===== src/rtl/ton_tran_det_mc.sv =====
// Multi-channel G.726 tone / transition detector.
// One shared datapath, per-channel delayed TD flag.
module ton_tran_det_mc #(
  parameter int          NCH      = 32,
  parameter int          CHW      = 5,
  parameter logic [15:0] TONE_THR = 16'hD200
) (
  input  logic           clk,
  input  logic           reset,
  input  logic           in_valid,
  input  logic [CHW-1:0] in_ch,
  input  logic [15:0]    A2P,
  input  logic [18:0]    YL,
  input  logic [15:0]    DQ,
  input  logic           td_clr_all,
  output logic           out_valid,
  output logic [CHW-1:0] out_ch,
  output logic           TDP,
  output logic           TR,
  output logic           ch_err
);

  logic [NCH-1:0] td;
  logic           in_range;
  logic           tdp;
  logic           tr;
  logic [3:0]     ylint;
  logic [4:0]     ylfrac;
  logic [15:0]    thr2;
  logic [15:0]    dqthr;
  logic           unused_bits;

  assign in_range = 32'(in_ch) < NCH;
  assign tdp      = $signed(A2P) < $signed(TONE_THR);
  assign ylint    = YL[18:15];
  assign ylfrac   = YL[14:10];

  // Max shifted value is 63<<9 = 32256, so 16 bits never overflow.
  always_comb begin
    thr2 = 16'({1'b1, ylfrac}) << ylint;
    if (ylint > 4'd9)
      thr2 = 16'd31744;
  end

  assign dqthr = (thr2 + (thr2 >> 1)) >> 1;
  assign tr    = td[in_ch] & ({1'b0, DQ[14:0]} > dqthr);

  assign unused_bits = ^{YL[9:0], DQ[15]};

  always_ff @(posedge clk) begin
    if (reset) begin
      out_valid <= 1'b0;
      out_ch    <= '0;
      TDP       <= 1'b0;
      TR        <= 1'b0;
      ch_err    <= 1'b0;
      td        <= '0;
    end else begin
      out_valid <= 1'b0;
      ch_err    <= 1'b0;
      if (in_valid) begin
        if (in_range) begin
          out_valid <= 1'b1;
          out_ch    <= in_ch;
          TDP       <= tdp;
          TR        <= tr;
          td[in_ch] <= tr ? 1'b0 : tdp;
        end else begin
          ch_err <= 1'b1;
        end
      end
      // Global clear wins over the per-sample TD write above.
      if (td_clr_all)
        td <= '0;
    end
  end

endmodule


===== config.mk =====
export PLATFORM = sky130hd
export DESIGN_NAME = ton_tran_det_mc
export DESIGN_NICKNAME = d
export VERILOG_FILES = /design/src/rtl/ton_tran_det_mc.sv
export SDC_FILE = /design/constraint.sdc
export NUM_CORES = 1
export LEC_CHECK = 0
export CAP_MARGIN = 20
export CORE_AREA = 2 2 72 101
export DETAILED_ROUTE_END_ITERATION = 10
export DIE_AREA = 0 0 74 103
export HOLD_SLACK_MARGIN = 0.1
export PLACE_DENSITY = 0.82
export SLEW_MARGIN = 10
export SYNTH_ARGS = -nofsm -noshare
export SYNTH_HDL_FRONTEND = slang
export SYNTH_SLANG_ARGS = --single-unit

===== constraint.sdc =====
create_clock -name clk -period 12.5 [get_ports clk]
set_input_delay 3.125 -clock clk [delete_from_list [all_inputs] [get_ports clk]]
set_output_delay 3.125 -clock clk [all_outputs]
set_load 0.05 [all_outputs]

==> impl_metrics.xml <==
<?xml version="1.0" encoding="UTF-8"?>
<metrics>
  <group name="pwr">
    <metric name="leakage" unit="nW">1.51</metric>
    <metric name="totalPowerFinal" unit="mW">0.352</metric>
    <metric name="clk_pwr_share" unit="">0.248</metric>
    <metric name="vdd.ir_drop.worst" unit="V">0.0000882</metric>
    <metric name="power.switching_fraction" unit="">0.345</metric>
    <metric name="comb_power_share" unit="">0.385</metric>
    <metric name="power_frac_seq" unit="">0.367</metric>
    <metric name="switching_power_of_the_nets" unit="mW">0.122</metric>
    <metric name="p_int" unit="mW">0.231</metric>
    <metric name="power.density" unit="nW/um2">85.6</metric>
  </group>
  <group name="worst_hold_path">
    <metric name="hold_path_startpoint" unit="">td[19]</metric>
    <metric name="timing.hold.worst.class" unit="">flip-flop to flip-flop</metric>
    <metric name="worstHoldEndpoint" unit="">td[19]</metric>
    <metric name="hold_crit_depth" unit="">2</metric>
  </group>
  <group name="sta">
    <metric name="setup-violations-final" unit="">0</metric>
    <metric name="timing.final.hold_violations" unit="">0</metric>
    <metric name="timing.final.ws_setup" unit="ns">3.45</metric>
    <metric name="finalCritPeriodShare" unit="">0.724</metric>
    <metric name="fmax" unit="GHz">0.110</metric>
    <metric name="rsz_0062_raised_after_global_routing" unit="">false</metric>
    <metric name="finClkSkew" unit="ns">0.00738</metric>
    <metric name="worstMarginPinSlew" unit="ns">0.967</metric>
    <metric name="number_of_max_slew_violations_in_the_final_report" unit="">0</metric>
    <metric name="totalNegativeSetupSlack" unit="ns">0</metric>
    <metric name="post-route-min-period" unit="ns">9.05</metric>
    <metric name="timing.max_slew.rel_slack" unit="">0.353</metric>
  </group>
  <group name="final_layout">
    <metric name="antenna_cells" unit="">0</metric>
    <metric name="final_nets" unit="">521</metric>
    <metric name="finish.utilization" unit="">0.605</metric>
    <metric name="layout-drive-gt1-share" unit="">0.103</metric>
    <metric name="area.growth.synth_to_final" unit="%">14.6</metric>
  </group>
  <group name="synth">
    <metric name="synth_top_area_frac" unit="">0.223</metric>
    <metric name="synth_async_sr_flop_share" unit="">0</metric>
    <metric name="synthesis.yosys.warnings" unit="">0</metric>
    <metric name="netlist_area_before_placement" unit="um2">3590</metric>
    <metric name="count_of_flip_flops_with_a_built_in_enable_after_synthesis" unit="">0</metric>
    <metric name="synth_cell_type_count" unit="">79</metric>
    <metric name="synth_area_leaders" unit="">sky130_fd_sc_hd__dfxtp_1 (22%), sky130_fd_sc_hd__ha_1 (9.1%), sky130_fd_sc_hd__o211ai_1 (5.9%), sky130_fd_sc_hd__o31ai_1 (5.9%), sky130_fd_sc_hd__mux4_2 (5.6%)</metric>
    <metric name="syn_inst" unit="">408</metric>
    <metric name="ys_ff_latch" unit="">40</metric>
    <metric name="synth_top_cell_by_area" unit="">sky130_fd_sc_hd__dfxtp_1</metric>
    <metric name="syn-mean-instance-area" unit="um2">8.80</metric>
    <metric name="yosys_most_used_dff" unit="">sky130_fd_sc_hd__dfxtp_1</metric>
    <metric name="yosysSeqAreaShare" unit="">0.223</metric>
  </group>
  <group name="die">
    <metric name="core_region_area" unit="um2">6800</metric>
    <metric name="die_area" unit="um2">7620</metric>
    <metric name="placementRows" unit="">36</metric>
    <metric name="initial_core_util" unit="">0.528</metric>
    <metric name="die_height" unit="um">103</metric>
    <metric name="die_x" unit="um">74</metric>
    <metric name="top_level_ports" unit="">69</metric>
  </group>
  <group name="grt">
    <metric name="via_count_of_the_first_global_routing_pass" unit="">3196</metric>
    <metric name="grt_ovf" unit="">0</metric>
    <metric name="grt_start_max_net_pins" unit="">34</metric>
    <metric name="grt_antenna_before_repair" unit="">0</metric>
    <metric name="grt_pass1_wl" unit="um">14500</metric>
    <metric name="grt_usage" unit="">0.240</metric>
  </group>
  <group name="clock_tree">
    <metric name="worst_skew_pair.late_latency" unit="ns">0.29</metric>
    <metric name="clock_sinks" unit="">40</metric>
    <metric name="cts_resized" unit="">0</metric>
    <metric name="hold_buffers" unit="">0</metric>
    <metric name="cts-buffers-inserted" unit="">5</metric>
    <metric name="cts_post_setup_buffers_inserted" unit="">0</metric>
    <metric name="tritoncts" unit="">built</metric>
    <metric name="cts_buffer_depth" unit="">2</metric>
    <metric name="path_clk_slew" unit="ns">0.07</metric>
    <metric name="htree_num_levels" unit="">2</metric>
    <metric name="clk_root_buffer_cell" unit="">sky130_fd_sc_hd__clkbuf_8</metric>
  </group>
  <group name="routing">
    <metric name="drt_drc_violations_left" unit="">0</metric>
    <metric name="avgViaCountPerCell" unit="">6.22</metric>
    <metric name="length_of_the_first_detailed_routing_pass_in_iterations" unit="">4</metric>
    <metric name="detail_route.wl_per_cell" unit="um">16.7</metric>
    <metric name="detail-route-antenna-nets" unit="">0</metric>
    <metric name="total_routed_length" unit="um">8840</metric>
    <metric name="initialDrtViolationCount" unit="">313</metric>
    <metric name="dr_total_vias" unit="">3294</metric>
  </group>
  <group name="worst_setup_path">
    <metric name="path_class" unit="">input port to flip-flop</metric>
    <metric name="worst_r2r_path_depth" unit="">8</metric>
    <metric name="worstReg2RegStart" unit="">td[20]</metric>
    <metric name="crit_required" unit="ns">12.69</metric>
    <metric name="ff2ff_setup_slack" unit="ns">10.26</metric>
    <metric name="crit_arrival" unit="ns">9.24</metric>
    <metric name="path_depth" unit="">24</metric>
    <metric name="cp_buf_inv_count" unit="">2</metric>
    <metric name="startpoint_types" unit="">input port</metric>
    <metric name="critical_path.cell_chain" unit="">clkdlybuf4s50_1, nor2b_1, nand2_1, o21a_1, nor3_1, ha_1, and2_1, a41o_1, a22oi_1, o211ai_2, a311oi_4, o2111ai_2, a21oi_2, xor2_1, ha_1, a21o_1, a21oi_1, nor2b_1, o32ai_1, a31oi_1, a21oi_1, o211ai_2, buf_4, o31ai_1</metric>
    <metric name="critical_path.max_stage_delay" unit="ns">0.89</metric>
    <metric name="critical-path-top-delay-family" unit="">compound AO/OA/AOI/OAI gates</metric>
    <metric name="worst_path_max_delay_cell" unit="">sky130_fd_sc_hd__clkdlybuf4s50_1</metric>
    <metric name="worstSetupEndpointType" unit="">flip-flop</metric>
    <metric name="timing.critical_path.fanout_max" unit="">32</metric>
    <metric name="worst_r2r_endpoint" unit="">td[22]</metric>
  </group>
  <group name="placed_design">
    <metric name="placement.setup.worst_slack" unit="ns">3.27</metric>
    <metric name="hpwl" unit="um">6510</metric>
    <metric name="gp_congestion" unit="">0.905</metric>
    <metric name="count_of_input_and_output_buffers" unit="">47</metric>
  </group>
  <group name="outcome">
    <metric name="status" unit="">finished clean</metric>
  </group>
  <group name="flow_run">
    <metric name="max_cap_violations" unit="">0</metric>
  </group>
</metrics>
[worst reg2reg max path, stage by stage (launching register included)]
cell	delay [ns]
sky130_fd_sc_hd__dfxtp_1	0.32
sky130_fd_sc_hd__mux4_2	0.45
sky130_fd_sc_hd__nor2b_1	0.15
sky130_fd_sc_hd__a311oi_1	0.34
sky130_fd_sc_hd__a21oi_1	0.17
sky130_fd_sc_hd__inv_2	0.09
sky130_fd_sc_hd__o211ai_2	0.09
sky130_fd_sc_hd__buf_4	0.26
sky130_fd_sc_hd__o31ai_1	0.28
[cell usage in the layout, fill, tap and decap left out, types with 3 or more instances in the layout]
cell type / instances
sky130_fd_sc_hd__nor3b_1: 4
sky130_fd_sc_hd__nand3_1: 13
sky130_fd_sc_hd__dfxtp_1: 40
sky130_fd_sc_hd__o21ai_0: 7
sky130_fd_sc_hd__nor4_1: 3
sky130_fd_sc_hd__nand2b_1: 5
sky130_fd_sc_hd__xor2_1: 7
sky130_fd_sc_hd__nand3b_1: 4
sky130_fd_sc_hd__a31oi_1: 5
sky130_fd_sc_hd__o31ai_1: 28
sky130_fd_sc_hd__clkdlybuf4s50_1: 47
sky130_fd_sc_hd__a211oi_1: 3
sky130_fd_sc_hd__o22ai_1: 4
sky130_fd_sc_hd__nand2_1: 26
sky130_fd_sc_hd__ha_1: 26
sky130_fd_sc_hd__nand4_1: 4
sky130_fd_sc_hd__clkinv_2: 3
sky130_fd_sc_hd__o211ai_1: 28
sky130_fd_sc_hd__inv_1: 19
sky130_fd_sc_hd__mux4_2: 9
sky130_fd_sc_hd__o31a_1: 3
sky130_fd_sc_hd__a21o_1: 6
sky130_fd_sc_hd__mux2i_1: 11
sky130_fd_sc_hd__nor2b_1: 10
sky130_fd_sc_hd__a21oi_1: 24
sky130_fd_sc_hd__clkbuf_8: 6
sky130_fd_sc_hd__nor2_1: 17
sky130_fd_sc_hd__xnor2_1: 8
sky130_fd_sc_hd__nor3_1: 4
sky130_fd_sc_hd__o211ai_2: 3
[per-layer routing]
layer,routed length (um),GRT usage,vias to the layer above
li1,-,-,1615
met1,3460,0.270,1568
met2,4880,0.457,93
met3,319,0.0235,18
met4,180,0.0853,0
met5,0,0,-
[cells in the mapped netlist, types with 7 or more instances]
cell and number:
sky130_fd_sc_hd__mux4_2 9, sky130_fd_sc_hd__nand2_1 26, sky130_fd_sc_hd__o31ai_1 28, sky130_fd_sc_hd__inv_1 19, sky130_fd_sc_hd__mux2i_1 11, sky130_fd_sc_hd__o211ai_1 28, sky130_fd_sc_hd__a21oi_1 24, sky130_fd_sc_hd__ha_1 26
sky130_fd_sc_hd__xor2_1 7, sky130_fd_sc_hd__clkbuf_1 16, sky130_fd_sc_hd__nor2b_1 10, sky130_fd_sc_hd__xnor2_1 8, sky130_fd_sc_hd__nor2_1 18, sky130_fd_sc_hd__dfxtp_1 40, sky130_fd_sc_hd__o21ai_0 7, sky130_fd_sc_hd__nand3_1 13
[layout make-up]
| cell class | count | area, um2 |
|---|---|---|
| Sequential cell | 40 | 801 |
| Inverter | 22 | 83.8 |
| Tap cell | 95 | 119 |
| Multi-Input combinational cell | 316 | 2530 |
| Timing Repair Buffer | 49 | 485 |
| Fill cell | 581 | 2690 |
| Clock inverter | 2 | 10.0 |
| Clock buffer | 6 | 82.6 |
[kinds of logic (layout without fill, tap and decap cells)]
group                      count (synthesis)  after routing  share of synthesized area
AOI/OAI and AO/OA                        141            141                      0.302
xor gates and xnor gates                  16             16                     0.0411
adders and majority gates                 27             27                     0.0962
buffers and inverters                     53             79                     0.0728
DFF                                       40             40                      0.223
muxes                                     21             21                     0.0934
other                                      1              2                    0.00104
and+or+nand+nor                          109            109                      0.170
[how the worst max path moves through the flow]
stage           start  endpoint  slack [ns]
2_1_floorplan  YL[16]    td[24]        4.95
3_3_place_gp   YL[15]    td[23]        3.44
3_5_place_dp   YL[15]    td[22]        3.27
4_1_cts        YL[15]    td[22]        3.53
5_1_grt        YL[15]     td[4]        3.04
6_report       YL[15]    td[22]        3.45
[sequential cells by signal (all words and copies together) (netlist names)]
| name | flops |
|---|---|
| out_ch | 5 |
| td | 32 |
| TR | 1 |
| TDP | 1 |
| out_valid | 1 |
[power groups by stage]
stage | registers, mW | logic, mW | clock network, mW
finish | 0.129 | 0.136 | 0.0873
global route | 0.130 | 0.149 | 0.0953
CTS | 0.129 | 0.135 | 0.0893
detailed placement | 0.132 | 0.135 | 0
global placement | 0.132 | 0.130 | 0
floorplan | 0.137 | 0.0943 | 0
[stage by stage]
| stage | cells | cell area (um2) | hold WS (ns) |
|---|---|---|---|
| global route | 530 | 4120 | 0.479 |
| detailed placement | 522 | 4020 | 0.450 |
| finish | 530 | 4120 | 0.461 |
| global placement | 522 | 4020 | 0.446 |
| CTS | 530 | 4120 | 0.463 |
| floorplan | 409 | 3590 | 0.432 |
(Power assumes the default switching activity.)
